`src/rtl/rggen_bit_field_access_arbiter.sv`:
```
// Arbitrates several requesters onto one shared bit field. Each accepted
// request produces exactly one access cycle toward the field, followed by a
// response that is held until the granted requester accepts it.
`timescale 1ns/1ps

module rggen_bit_field_access_arbiter #(
   parameter int WIDTH      = 8,
   parameter int REQUESTERS = 2
) (
   input  logic                          i_clk,
   input  logic                          i_rst_n,
   input  logic [REQUESTERS-1:0]         i_req_valid,
   input  logic [REQUESTERS-1:0]         i_req_read,
   input  logic [REQUESTERS-1:0]         i_req_write,
   input  logic [REQUESTERS*WIDTH-1:0]   i_req_mask,
   input  logic [REQUESTERS*WIDTH-1:0]   i_req_data,
   output logic [REQUESTERS-1:0]         o_req_ready,
   output logic [REQUESTERS-1:0]         o_resp_valid,
   input  logic [REQUESTERS-1:0]         i_resp_ready,
   output logic [WIDTH-1:0]              o_resp_data,
   output logic                          o_bit_field_valid,
   output logic [WIDTH-1:0]              o_bit_field_read_mask,
   output logic [WIDTH-1:0]              o_bit_field_write_mask,
   output logic [WIDTH-1:0]              o_bit_field_write_data,
   input  logic [WIDTH-1:0]              i_bit_field_read_data,
   output logic                          o_busy
);

   localparam int IW = (REQUESTERS > 1) ? $clog2(REQUESTERS) : 1;
   localparam logic [IW:0] REQ_COUNT = (IW+1)'(REQUESTERS);

   typedef enum logic [1:0] {
      ST_IDLE,
      ST_ACCESS,
      ST_RESP
   } state_e;

   state_e              r_state;
   logic [IW-1:0]       r_ptr;
   logic [IW-1:0]       r_grant;
   logic                r_read;
   logic                r_write;
   logic [WIDTH-1:0]    r_mask;
   logic [WIDTH-1:0]    r_data;
   logic [WIDTH-1:0]    r_resp_data;

   logic [2*REQUESTERS-1:0] w_valid_dbl;
   logic [REQUESTERS-1:0]   w_valid_rot;
   logic [IW-1:0]           w_offset;
   logic [IW:0]             w_grant_sum;
   logic [IW-1:0]           w_grant;
   logic                    w_handshake;
   logic                    w_sel_read;
   logic                    w_sel_write;
   logic [WIDTH-1:0]        w_sel_mask;
   logic [WIDTH-1:0]        w_sel_data;
   logic                    w_resp_ack;
   logic [IW:0]             w_next_ptr;

   // Round-robin pick: rotate valids so the pointer sits at bit 0, take the
   // lowest set bit, then rotate the offset back to an absolute index.
   // NOTE: every always_comb output gets a default first so no path can leave it unassigned and infer a latch.
   always_comb begin
      w_valid_dbl = {i_req_valid, i_req_valid} >> r_ptr;
      w_valid_rot = w_valid_dbl[REQUESTERS-1:0];
      w_offset    = '0;
      for (int k = REQUESTERS - 1; k >= 0; k--) begin
         if (w_valid_rot[k]) begin
            w_offset = IW'(k);
         end
      end
      w_grant_sum = {1'b0, r_ptr} + {1'b0, w_offset};
      if (w_grant_sum >= REQ_COUNT) begin
         w_grant_sum = w_grant_sum - REQ_COUNT;
      end
      w_grant     = w_grant_sum[IW-1:0];
      w_handshake = (r_state == ST_IDLE) && (|i_req_valid);
   end

   // Multiplex the granted requester's attributes and decode one-hot ready.
   always_comb begin
      w_sel_read  = 1'b0;
      w_sel_write = 1'b0;
      w_sel_mask  = '0;
      w_sel_data  = '0;
      o_req_ready = '0;
      for (int k = 0; k < REQUESTERS; k++) begin
         if (w_grant == IW'(k)) begin
            w_sel_read     = i_req_read[k];
            w_sel_write    = i_req_write[k];
            w_sel_mask     = i_req_mask[k*WIDTH +: WIDTH];
            w_sel_data     = i_req_data[k*WIDTH +: WIDTH];
            o_req_ready[k] = w_handshake;
         end
      end
   end

   // Response valid goes only to the latched grant; other requesters' ready is ignored.
   always_comb begin
      o_resp_valid = '0;
      for (int k = 0; k < REQUESTERS; k++) begin
         o_resp_valid[k] = (r_state == ST_RESP) && (r_grant == IW'(k));
      end
      w_resp_ack = |(o_resp_valid & i_resp_ready);
      w_next_ptr = {1'b0, r_grant} + (IW+1)'(1);
      if (w_next_ptr >= REQ_COUNT) begin
         w_next_ptr = '0;
      end
   end

   // Transaction FSM: accept in IDLE, one access cycle, then hold the response.
   // NOTE: state is updated with non-blocking assignments so every register samples pre-edge values.
   always_ff @(posedge i_clk or negedge i_rst_n) begin
      if (!i_rst_n) begin
         r_state     <= ST_IDLE;
         r_ptr       <= '0;
         r_grant     <= '0;
         r_read      <= 1'b0;
         r_write     <= 1'b0;
         r_mask      <= '0;
         r_data      <= '0;
         r_resp_data <= '0;
      end else begin
         case (r_state)
            ST_IDLE: begin
               if (w_handshake) begin
                  r_grant <= w_grant;
                  r_read  <= w_sel_read;
                  r_write <= w_sel_write;
                  r_mask  <= w_sel_mask;
                  r_data  <= w_sel_data;
                  r_state <= ST_ACCESS;
               end
            end
            ST_ACCESS: begin
               r_resp_data <= i_bit_field_read_data;
               r_state     <= ST_RESP;
            end
            ST_RESP: begin
               if (w_resp_ack) begin
                  r_ptr   <= w_next_ptr[IW-1:0];
                  r_state <= ST_IDLE;
               end
            end
            default: r_state <= ST_IDLE;
         endcase
      end
   end

   // Field-side outputs are decoded purely from registered state, so they are
   // active for exactly the one ACCESS cycle and clear at once on reset.
   always_comb begin
      o_bit_field_valid      = (r_state == ST_ACCESS);
      o_bit_field_read_mask  = (o_bit_field_valid && r_read)  ? r_mask : '0;
      o_bit_field_write_mask = (o_bit_field_valid && r_write) ? r_mask : '0;
      o_bit_field_write_data = o_bit_field_valid ? r_data : '0;
      o_resp_data            = r_resp_data;
      o_busy                 = (r_state != ST_IDLE);
   end

endmodule
```
`config.mk`:
```
export PLATFORM = sky130hd
export DESIGN_NAME = rggen_bit_field_access_arbiter
export DESIGN_NICKNAME = d
export VERILOG_FILES = /design/src/rtl/rggen_bit_field_access_arbiter.sv
export SDC_FILE = /design/constraint.sdc
export NUM_CORES = 1
export LEC_CHECK = 0
export ABC_AREA = 0
export BUFFER_PORTS_ARGS = -buffer_cell sky130_fd_sc_hd__clkbuf_2
export CORE_UTILIZATION = 30
export CTS_CLUSTER_DIAMETER = 30
export DETAILED_ROUTE_END_ITERATION = 6
export MAX_ROUTING_LAYER = met4
export PLACE_DENSITY = 0.73
export SETUP_SLACK_MARGIN = 0.05
export SYNTH_ARGS = -nofsm -noshare
export SYNTH_HDL_FRONTEND = slang
export SYNTH_SLANG_ARGS = --single-unit
```
`constraint.sdc`:
```
create_clock -name i_clk -period 1.6 [get_ports i_clk]
set_clock_uncertainty 0.15 [all_clocks]
set_input_delay 0.32 -clock i_clk [delete_from_list [all_inputs] [get_ports i_clk]]
set_output_delay 0.32 -clock i_clk [all_outputs]
set_load 0.02 [all_outputs]
```
# Yosys cells after proc, flatten, opt, wreduce, memory -nomap -nowiden
# Index checks and enable logic that the tools add are counted.
dict set report totals {
  in_bits 50
  output_inout_bits 38
  elab_cells 48
  reg_bits 30
  memories 0
  ram_bits 0
  latchBits 0
  romBits 0
}
dict set report classes {
  n_mux 16
  div 0
  shift 1
  bitwise 2
  order_cmp 2
  n_reduce_logical 12
  mul 0
  n_addsub 3
  n_eq_ne 4
}
# op n
set op_table {}
lappend op_table {{8-bit two-way mux} 5}
lappend op_table {{1-bit two-way mux} 8}
lappend op_table {{2-bit one-hot mux with 3 select lines} 1}
lappend op_table {{2-bit AND reduction} 3}
lappend op_table {{1-bit logical AND} 5}
lappend op_table {{2-bit greater-or-equal comparator (second input constant)} 2}
lappend op_table {{2-bit two-way mux} 2}
lappend op_table {{2-bit inequality test (second input constant)} 2}
lappend op_table {{2-bit OR reduction} 2}
lappend op_table {{4-bit by 1-bit right shift with 2-bit output} 1}
lappend op_table {{1-bit by 1-bit adder with 2-bit output} 1}
lappend op_table {{1-bit by 1-bit adder with 2-bit output (second input constant)} 1}
lappend op_table {{2-bit AND} 1}
lappend op_table {{2-bit by 1-bit == test with 1-bit output (second input constant)} 1}
lappend op_table {{2-bit == test (second input constant)} 1}
lappend op_table {{2-bit logical NOT} 1}
lappend op_table {{2-bit nonzero test} 1}
lappend op_table {{1-bit NOT} 1}
lappend op_table {{1-bit subtractor (second input constant)} 1}

# Logic depth before layout (Yosys ltp)
dict set report logic_depth {
  ltp_word 7
  ltp_mapped 5
  depth_no_buf 3
}

# Least setup slack after synthesis
# Ideal clock, no wire load.
dict set report synth_timing {
  path_type {register to output}
  start {register r_state[1]}
  end {output port o_bit_field_write_data[0]}
  n_path_buf 2
  t_required_ps 1130
  setup_slack_ps -210
  path_stages_with_launch 5
  t_arrival_ps 1340
  cell_sequence {dfrtp_1 and2b_1 buf_2 clkbuf_1 and2_1}
}
dict set report synth_via {
  elab_chain_len 2
}
# item line_no
set synth_lines {}
lappend synth_lines {{start, declared} 38} ;# state_e r_state;
lappend synth_lines {{start signal, assigned} 115} ;# r_state <= ST_IDLE;
lappend synth_lines {{start signal, assigned} 132} ;# r_state <= ST_ACCESS;
lappend synth_lines {{start signal, assigned} 137} ;# r_state <= ST_RESP;
lappend synth_lines {{2-bit by 1-bit == test with 1-bit output} 153} ;# o_bit_field_valid = (r_state == ST_ACCESS);
lappend synth_lines {{net o_bit_field_valid} 21} ;# output logic o_bit_field_valid,
lappend synth_lines {{8-bit two-way mux} 156} ;# o_bit_field_write_data = o_bit_field_valid ? r_data : '0;
lappend synth_lines {{end, declared} 24} ;# output logic [WIDTH-1:0] o_bit_field_write_data,
# The timed path passes the listed nets, and every way through them passes these cells.

# Final worst setup path
dict set report layout_timing {
  start {register r_state[0]}
  end {output port o_bit_field_write_data[0]}
}
dict set report layout_via {
  elab_chain_len 2
}
# item line_no
set layout_lines {}
lappend layout_lines {{2-bit by 1-bit == test with 1-bit output} 153}
lappend layout_lines {{8-bit two-way mux} 156}
# No other way between the ends.

==> impl_metrics.csv <==
group,metric,value,unit
run_status,status,"finished with violations",
run_status,violations,"negative setup slack",
drt,drtIter0Drc,76,
power,leakage,0.00129,uW
place,port_buffers,87,
worst_setup_path,arrival,1390,ps
worst_setup_path,cp-end-kind,"output port",
finish,register_area,751,um2
power,power_density,1810,mW/mm2
worst_setup_path,path_class,"register to output port",
worst_setup_path,critPathLaunchType,"register",
logic_synthesis,synth-compound-area-share,15.9,%
finish,n_antenna_cell,0,
global_route,grt.busiest_layer,"met2",
clock_network,cts_tree,"done",
logic_synthesis,yosysTopAreaCellShare,50.2,%
place,dp_hpwl,3.37,mm
sta,slew_headroom,80.1,%
die,ios,88,
clock_network,clk_latency,270,ps
logic_synthesis,avgSynthCellArea,11.8,um2
sta,hold_violations,0,
logic_synthesis,ys_types,21,
worst_setup_path,crit_fanout,20,
sta,setup_slack,-261,ps
drt,drc,0,
global_route,grt_antenna_before_repair,0,
clock_network,clockRootBuffer,"clkbuf_8",
logic_synthesis,ys.warnings.count,0,
sta,worstMarginPinSlew,299,ps
global_route,grt_pass1_wl,7.01,mm
hold_path,hold_class,"input pin to register",
global_route,overflow,0,
die,initial_core_util,31.5,%
global_route,grt_max_degree,21,
sta,timing.final.crit_period,1860,ps
die,dieArea,0.00527,mm2
sta,rsz0062_at_grt,"yes",
die,dieWidth,72.6,um
global_route,met3_usage,3.31,%
clock_network,clk_pin_slew_worst_paths,60,ps
clock_network,numCtsBuffers,5,
global_route,track_usage,18.3,%
global_route,grt_pass1_vias,1460,
logic_synthesis,synthXorXnorAreaFrac,0,%
logic_synthesis,synth.mux.area_fraction,6.77,%
run,maxCapViolCount,0,
die,die_h,72.6,um
drt,ant_nets,0,
logic_synthesis,synth_fp_nets,177,
die,coreArea,0.00475,mm2
finish,final_nets,280,
logic_synthesis,syn_area,0.00150,mm2
drt,vias,1459,
logic_synthesis,synth_top_family_by_area,"simple AND/OR/NAND/NOR gates",
sta,max_freq,537,MHz
finish,multiInputGateArea,796,um2
die,num_rows,25,
sta,setup_violations,30,
clock_network,h-tree-depth,2,
logic_synthesis,syn_inst,127,
finish,drive_gt1_share,80.0,%
sta,timing.final.max_slew_violations,0,
logic_synthesis,ys_ff_latch,30,
place,gp_congestion,0.787,
drt,wl_per_cell,14.9,um
finish,area_growth,68.3,%
logic_synthesis,yosysTopAreaCell,"dfrtp_1",
worst_setup_path,worstPathRequired,1130,ps
sta,min_period_over_period,116,%
clock_network,cts_buffer_depth,2,
global_route,grt_use_met1,21.9,%
logic_synthesis,synth-simple-area-share,22.2,%
logic_synthesis,yosys-top-cells-area,"dfrtp_1 50%, a221o_2 14%, and3_1 8.8%, and3_2 7.0%, mux2_2 6.8%",
drt,drt_pass1_iterations,4,
finish,n_fill_cell,424,
drt,drt-vias-per-instance,4.91,
clock_network,cts.sinks,30,
global_route,met2_usage,30.4,%
logic_synthesis,ys_seq_area_share,50.2,%
power,ir_drop,0.594,mV
finish,final_util,53.0,%
logic_synthesis,synthAdderAreaFrac,0,%
drt,wirelength,4.44,mm
sta,hold-worst-slack,129,ps
## area by class of cell
| class | count | share of cell area, % |
|---|---|---|
| Tap cell | 67 | 3.33 |
| Timing Repair Buffer | 107 | 31.8 |
| Inverter | 3 | 0.447 |
| Clock buffer | 7 | 3.03 |
| Sequential cell | 30 | 29.8 |
| Multi-Input combinational cell | 83 | 31.6 |
## cells by family (layout without fill, tap and decap cells)
group	count (synthesis)	after routing
buf+inv	14	117
mux	9	9
simple gates	51	51
compound gates	23	23
flops	30	30
## power breakdown
group | leakage, uW | switching [uW] | internal, uW
sequential | 0.000365 | 307 | 1140
combinational | 0.000892 | 1180 | 1370
clock | 0.0000383 | 252 | 299
total | 0.00129 | 1730 | 2810
## routing by layer
layer / wire length [um] / up-vias / part of all wire (%)
met3: 275 / 7 / 6.2
li1: - / 684 / -
met1: 1890 / 702 / 43
met5: 0 / - / 0
met4: 59 / 0 / 1.3
met2: 2210 / 66 / 50
## cell usage in the layout (no fill, tap or decap), types with 5 or more instances in the layout
master,n
dfrtp_1,30
and3_1,5
and3_4,16
clkbuf_2,61
buf_4,19
buf_8,19
and2_4,7
a221o_2,18
and3_2,14
clkbuf_8,5
mux2_2,9
## state kept, by name (all words and copies together), names as in the netlist
name and cells:
r_mask 8, r_data 8, r_write 1, r_ptr 1, r_grant 1, r_state 2
o_resp_data 8, r_read 1
## synth_stat cells
library cell and instances:
and3_1 21, nand2b_1 2, mux2_2 9, a21boi_1 1, and2b_1 1, nand2_1 1, o21bai_1 1, inv_1 3
dfrtp_1 30, buf_8 1, o21ai_0 1, a221o_2 18, buf_6 1, and2_1 9, and3b_1 1, a21oi_1 1
a22o_2 1, and3_2 14, buf_2 2, clkbuf_1 7, nor2_1 2
## worst paths after layout
path,cells after the start,slack [ps],to,from
max reg2reg,4,60,o_resp_data[2],r_state[1]
min in group asynchronous,2,280,o_resp_data[5],i_rst_n
max,4,-260,o_bit_field_write_data[0],r_state[0]
min reg2reg,1,360,r_data[0],r_data[0]
max in group asynchronous,3,600,r_data[6],i_rst_n
min,2,130,o_resp_data[6],i_bit_field_read_data[6]
## through the flow
stage / TNS [ps] / setup WS [ps] / total power, uW / std cells / cell area, um2
6_report: -6280 / -261 / 4550 / 297 / 2520
3_3_place_gp: -14.5 / -14.5 / 3670 / 287 / 2200
2_1_floorplan: 0 / 46.8 / 2950 / 127 / 1630
4_1_cts: -7070 / -273 / 4510 / 297 / 2490
5_1_grt: -8270 / -309 / 4840 / 297 / 2520
3_5_place_dp: -28.2 / -9.70 / 3720 / 287 / 2200
## what timing repair did
action	in CTS	in global routing
hold endpoints to repair	6	0
hold buffers	1	0
pin swaps	1	2
gates resized for setup	37	24
buffers inserted	2	1
setup endpoints to repair	50	56
## worst max-delay path: stages, from the launching register on
cell and delay (ps):
dfrtp_1 400, and2b_2 230, buf_12 150, and2_2 190, clkbuf_2 150
(Power assumes the default switching activity.)
